**src/rtl/axi4_master_bridge.sv**
```systemverilog
// Single-outstanding bridge: simple sys-bus requester -> AXI4 master, one single-beat burst per access.
// A watchdog forces an error ack if the slave stalls; the late AXI response is then drained silently.
module axi4_master_bridge #(
  parameter int          DW      = 32,
  parameter int          AW      = 32,
  parameter int          IW      = 8,
  parameter logic [IW-1:0] AXI_ID = '0,
  parameter int          TIMEOUT = 32
) (
  input  logic            ACLK,
  input  logic            ARESETn,
  input  logic [AW-1:0]   bus_addr,
  input  logic [DW-1:0]   bus_wdata,
  input  logic [DW/8-1:0] bus_sel,
  input  logic            bus_wen,
  input  logic            bus_ren,
  output logic [DW-1:0]   bus_rdata,
  output logic            bus_err,
  output logic            bus_ack,
  output logic [IW-1:0]   AWID,
  output logic [AW-1:0]   AWADDR,
  output logic [7:0]      AWLEN,
  output logic [2:0]      AWSIZE,
  output logic [1:0]      AWBURST,
  output logic            AWVALID,
  input  logic            AWREADY,
  output logic [DW-1:0]   WDATA,
  output logic [DW/8-1:0] WSTRB,
  output logic            WLAST,
  output logic            WVALID,
  input  logic            WREADY,
  input  logic [IW-1:0]   BID,
  input  logic [1:0]      BRESP,
  input  logic            BVALID,
  output logic            BREADY,
  output logic [IW-1:0]   ARID,
  output logic [AW-1:0]   ARADDR,
  output logic [7:0]      ARLEN,
  output logic [2:0]      ARSIZE,
  output logic [1:0]      ARBURST,
  output logic            ARVALID,
  input  logic            ARREADY,
  input  logic [IW-1:0]   RID,
  input  logic [DW-1:0]   RDATA,
  input  logic [1:0]      RRESP,
  input  logic            RLAST,
  input  logic            RVALID,
  output logic            RREADY
);

  localparam int SW = DW / 8;
  localparam int CW = $clog2(TIMEOUT) + 1;
  localparam logic [2:0] SIZE = 3'($clog2(SW));

  typedef enum logic [2:0] {IDLE, WR_REQ, WR_RESP, RD_REQ, RD_RESP} state_t;

  state_t          state, state_nxt;
  logic [AW-1:0]   addr_q;
  logic [DW-1:0]   wdata_q;
  logic [SW-1:0]   sel_q;
  logic            aw_vld, w_vld, ar_vld;
  logic [CW-1:0]   cnt;
  logic            timed_out;

  logic aw_hs, w_hs, b_hs, r_hs, done;
  logic accept_wr, accept_rd, tmo_fire;

  // IDs are not checked with a single transaction in flight; low RESP bits carry no error info.
  logic unused;
  assign unused = ^{BID, RID, BRESP[0], RRESP[0]};

  assign aw_hs     = aw_vld & AWREADY;
  assign w_hs      = w_vld & WREADY;
  assign b_hs      = (state == WR_RESP) & BVALID;
  assign r_hs      = (state == RD_RESP) & RVALID;
  assign done      = b_hs | r_hs;
  assign accept_wr = (state == IDLE) & bus_wen;
  assign accept_rd = (state == IDLE) & bus_ren & ~bus_wen;
  // bus_ack is registered, so fire one cycle early to land exactly TIMEOUT cycles after acceptance.
  assign tmo_fire  = (state != IDLE) & ~timed_out & ~done & (cnt == CW'(TIMEOUT - 2));

  always_comb begin
    state_nxt = state;
    case (state)
      IDLE: begin
        if (bus_wen)      state_nxt = WR_REQ;
        else if (bus_ren) state_nxt = RD_REQ;
      end
      WR_REQ:  if ((~aw_vld | aw_hs) & (~w_vld | w_hs)) state_nxt = WR_RESP;
      WR_RESP: if (BVALID)  state_nxt = IDLE;
      RD_REQ:  if (ARREADY) state_nxt = RD_RESP;
      RD_RESP: if (RVALID)  state_nxt = IDLE;
      default: state_nxt = IDLE;
    endcase
  end

  always_ff @(posedge ACLK or negedge ARESETn) begin
    if (!ARESETn) state <= IDLE;
    else          state <= state_nxt;
  end

  always_ff @(posedge ACLK or negedge ARESETn) begin
    if (!ARESETn) begin
      addr_q  <= '0;
      wdata_q <= '0;
      sel_q   <= '0;
      aw_vld  <= 1'b0;
      w_vld   <= 1'b0;
      ar_vld  <= 1'b0;
    end else if (accept_wr) begin
      addr_q  <= bus_addr;
      wdata_q <= bus_wdata;
      sel_q   <= bus_sel;
      aw_vld  <= 1'b1;
      w_vld   <= 1'b1;
    end else if (accept_rd) begin
      addr_q  <= bus_addr;
      ar_vld  <= 1'b1;
    end else begin
      if (aw_hs)             aw_vld <= 1'b0;
      if (w_hs)              w_vld  <= 1'b0;
      if (ar_vld && ARREADY) ar_vld <= 1'b0;
    end
  end

  always_ff @(posedge ACLK or negedge ARESETn) begin
    if (!ARESETn) begin
      cnt       <= '0;
      timed_out <= 1'b0;
    end else begin
      if (accept_wr || accept_rd)           cnt <= '0;
      else if (state != IDLE && !timed_out) cnt <= cnt + CW'(1);
      if (done)          timed_out <= 1'b0;
      else if (tmo_fire) timed_out <= 1'b1;
    end
  end

  // A response that arrives after the watchdog fired is consumed without a second ack.
  always_ff @(posedge ACLK or negedge ARESETn) begin
    if (!ARESETn) begin
      bus_ack   <= 1'b0;
      bus_err   <= 1'b0;
      bus_rdata <= '0;
    end else begin
      bus_ack <= (done & ~timed_out) | tmo_fire;
      bus_err <= 1'b0;
      if (tmo_fire) begin
        bus_err   <= 1'b1;
        bus_rdata <= '0;
      end else if (r_hs && !timed_out) begin
        bus_err   <= RRESP[1] | ~RLAST;
        bus_rdata <= RDATA;
      end else if (b_hs && !timed_out) begin
        bus_err   <= BRESP[1];
      end
    end
  end

  assign AWID    = AXI_ID;
  assign AWADDR  = addr_q;
  assign AWLEN   = 8'd0;
  assign AWSIZE  = SIZE;
  assign AWBURST = 2'b01;
  assign AWVALID = aw_vld;
  assign WDATA   = wdata_q;
  assign WSTRB   = sel_q;
  assign WLAST   = 1'b1;
  assign WVALID  = w_vld;
  assign BREADY  = (state == WR_RESP);
  assign ARID    = AXI_ID;
  assign ARADDR  = addr_q;
  assign ARLEN   = 8'd0;
  assign ARSIZE  = SIZE;
  assign ARBURST = 2'b01;
  assign ARVALID = ar_vld;
  assign RREADY  = (state == RD_RESP);

endmodule

```
**config.mk**
```make
export PLATFORM = sky130hd
export DESIGN_NAME = axi4_master_bridge
export DESIGN_NICKNAME = d
export VERILOG_FILES = /design/src/rtl/axi4_master_bridge.sv
export SDC_FILE = /design/constraint.sdc
export NUM_CORES = 1
export LEC_CHECK = 0
export CAP_MARGIN = 20
export CORE_MARGIN = 3
export CORE_UTILIZATION = 35
export CTS_CLUSTER_SIZE = 20
export DETAILED_ROUTE_END_ITERATION = 6
export GPL_TIMING_DRIVEN = 0
export PLACE_DENSITY = 0.74
export SYNTH_ARGS = -nofsm -noshare
export SYNTH_HDL_FRONTEND = slang
export SYNTH_SLANG_ARGS = --single-unit
```
**constraint.sdc**
```tcl
create_clock -name ACLK -period 2.1 [get_ports ACLK]
set_input_delay 0.42 -clock ACLK [delete_from_list [all_inputs] [get_ports ACLK]]
set_output_delay 0.42 -clock ACLK [all_outputs]
set_load 0.02 [all_outputs]
```
==> results of run 1 <==
==> where the power goes <==
group	total [mW]	internal (mW)	switching [mW]
clock network	2.80	1.88	0.918
logic	7.73	4.21	3.52
registers	3.96	3.28	0.686
total	14.5	9.37	5.12
==> layout by cell type, fill, tap and decap left out, types with 3 or more instances in the layout <==
cell type and count:
a22oi_1 32, buf_12 3, buf_2 4, buf_4 86, buf_6 8, bufinv_16 3
clkbuf_1 21, clkbuf_16 17, clkdlybuf4s50_1 247, conb_1 43, dfrtp_1 114, inv_1 7
mux2_2 52, mux2_4 18, mux2i_1 3, nand3_1 35, nand4b_1 3, o21ai_0 38
==> how the worst max path moves through the flow <==
stage	endpoint	cells past startpoint
5_1_grt	bus_rdata[14]$_DFFE_PN0P_	6
2_1_floorplan	WDATA[15]$_DFFE_PN0P_	7
3_5_place_dp	RREADY	6
3_3_place_gp	bus_rdata[15]$_DFFE_PN0P_	1
6_report	WDATA[19]$_DFFE_PN0P_	8
4_1_cts	RREADY	6
==> synth_stat cells, types with 2 or more instances <==
library cell  number
a22oi_1           32
nor2b_1            2
mux2_2            52
buf_4             80
nand4b_1           3
a21o_1             2
conb_1             2
mux2i_1            3
nand3_1           35
inv_1              7
buf_2              5
ha_1               2
mux2_4            18
a221oi_1           2
clkbuf_1          14
nand2_1            2
a21oi_1            2
buf_12             3
o21ai_0           38
buf_6              5
and3b_1            2
dfrtp_1          115
nor2_1             2
==> timing repair <==
item	CTS	global route
hold buffers	1	0
endpoints found under the hold margin	48	0
setup buffers	6	2
gates resized for setup	14	4
pin swaps	1	1
setup endpoints to repair	2	16
==> flip-flops by register name, indices dropped and copies added, names as in the netlist <==
name       flops
bus_rdata     32
WSTRB          4
bus_err        1
WVALID         1
timed_out      1
bus_ack        1
ARVALID        1
state          3
ARADDR        32
WDATA         32
AWVALID        1
cnt            6
==> logic make-up after synthesis <==
family / Yosys count / synth area share
AOI/OAI and AO/OA: 86 / 0.1014
adders and majority gates: 2 / 0.004487
buffers and inverters: 115 / 0.1479
DFF: 115 / 0.5160
muxes: 73 / 0.1589
other: 2 / 0.001347
and+or+nand+nor: 60 / 0.07001
==> area by class of cell <==
cell class | instances | area, um2
multi-input combinational | 264 | 2036
sequential | 115 | 2879
clock buffer | 25 | 465.4
clock inverter | 5 | 102.6
fill | 1252 | 6200
tap | 211 | 264.0
timing repair buffer | 260 | 2604
buffer | 105 | 785.8
inverter | 8 | 35.03
==> metal layers <==
metal / wire length [um] / vias to the layer above / global-route usage
met5: 0 / - / 0
met4: 155 / 0 / 0.05427
met3: 1500 / 14 / 0.06603
met2: 7962 / 232 / 0.3073
met1: 5703 / 2208 / 0.1957
li1: - / 2131 / -
==> stage by stage <==
step / instances / setup slack [ns] / instance area, um2
after floorplan: 494 / 0.3388 / 5731
after global placement: 955 / -3.756 / 8497
after detailed placement: 956 / -0.2754 / 8526
after CTS: 992 / 0.02433 / 9154
after global routing: 993 / 0.04420 / 9171
final: 993 / 0.1280 / 9171
==> worst register-to-register path: stages, from the launching register on <==
cell	delay (ns)
dfrtp_1	0.37
buf_6	0.12
buf_4	0.15
or3_4	0.38
buf_6	0.15
nor2_8	0.10
buf_12	0.15
buf_12	0.15
mux2_4	0.30
==> flow_metrics.tcl, run 1 <==
set metrics [dict create \
    status "finished clean" \
    dp_hpwl_um 11690 \
    arrival_ns 2.25 \
    synth.avg_cell_area_um2 12.31 \
    routed_wl_um 15320 \
    cp-end-kind "register" \
    post-route-util 0.5967 \
    grt_setup_unrepaired "no" \
    slowest_stage "or3_4" \
    antenna_left 0 \
    maxSlewViolCount 0 \
    synth_area_um2 5577 \
    hp-start "WDATA[3]$_DFFE_PN0P_" \
    fin_crit_sh 0.9390 \
    holdWs_ns 0.5091 \
    setup_viol 0 \
    drc 0 \
    drt_iter0_drc 230 \
    synth_ff_type "dfrtp_1" \
    cts_tree "yes" \
    grt_pass1_wl_um 24710 \
    diodes 0 \
    yosys_warnings 0 \
    rows 45 \
    crit_required_ns 2.38 \
    synth.largest_area_cell "dfrtp_1" \
    die_w_um 132.2 \
    tightestPinTransition_ns 0.5224 \
    ctsRootBufferMaster "clkbuf_16" \
    vias_per_cell 4.617 \
    area_delta_synth_final_pct 64.46 \
    gp_congestion 0.8245 \
    slew_headroom 0.6506 \
    path_class "reg2reg" \
    synth_top_area_frac 0.5160 \
    crit_chain "buf_6 -> buf_4 -> or3_4 -> buf_6 -> nor2_8 -> buf_12 -> buf_12 -> mux2_4" \
    initial_utilization 0.3628 \
    overflow 0 \
    r2r_start "state[2]$_DFFE_PN0P_" \
    hold_viol_final 0 \
    fin_tns_setup_ns 0 \
    grt_start_max_net_pins 68 \
    start_kind "register" \
    core_um2 15370 \
    critical_path_buf_inv_count 5 \
    p_total_mw 14.49 \
    path_delay_family "buffers and inverters" \
    synth-seq-area-share 0.5160 \
    fin_nets 903 \
    holdCritPathClass "reg2reg" \
    crit_path_start "state[2]$_DFFE_PN0P_" \
    ir_worst_vdd_v 0.0008512 \
    crit_fanout 10 \
    regToRegSetupSlack_ns 0.13 \
    syn_inst 453 \
    maxCapViolCount 0 \
    layout_min_cycle_time_ns 1.972 \
    port_buffers 250 \
    drive_above_1_share 0.2647 \
    synth_seq_cells 115 \
    synthArstFlopShare 1.000 \
    fp.dieH_um 132.2 \
    vias 4585 \
    detail_route.wl_per_cell_um 15.43 \
    dr.pass1.iters 5 \
    grtUsageTotal 0.1743 \
    power_density_nw_per_um2 1580 \
    cts_buffers 17 \
    reg2reg_to "WDATA[19]$_DFFE_PN0P_" \
    insertion_delay_ns 0.40 \
    htree_num_levels 4 \
    leakage_nw 4.123 \
    fmax_mhz 507.1 \
    grt_pass1_vias 4770 \
    die-area_um2 17480 \
    synth_edf_count 0 \
    clock_path_buffers 2 \
    ys_types 48 \
    clock_skew_ns 0.008599 \
    numClockSinks 115 \
    synth.area.top_cells "dfrtp_1 52%, buf_4 11%, mux2_2 11%" \
    holdPathStages 1 \
    reg2regPathDepth 8 \
    holdPathEnd "WDATA[3]$_DFFE_PN0P_" \
    ioPinCount 312 \
    clk_pin_slew_worst_paths_ns 0.05 \
    crit_path_max_incr_delay_ns 0.38 \
    antenna_found_initial 0 \
]
Note: power is estimated with default switching activity, not from simulation.
==> run 2, diff against run 1 <==
--- a/config.mk
+++ b/config.mk
@@ -8,7 +8,7 @@
 export CAP_MARGIN = 20
 export CORE_MARGIN = 3
 export CORE_UTILIZATION = 35
-export CTS_CLUSTER_SIZE = 20
+export CTS_CLUSTER_SIZE = 28
 export DETAILED_ROUTE_END_ITERATION = 6
 export GPL_TIMING_DRIVEN = 0
 export PLACE_DENSITY = 0.74
==> results of run 2 <==
The final DEF is identical to that of run 1; final timing and power are the same.
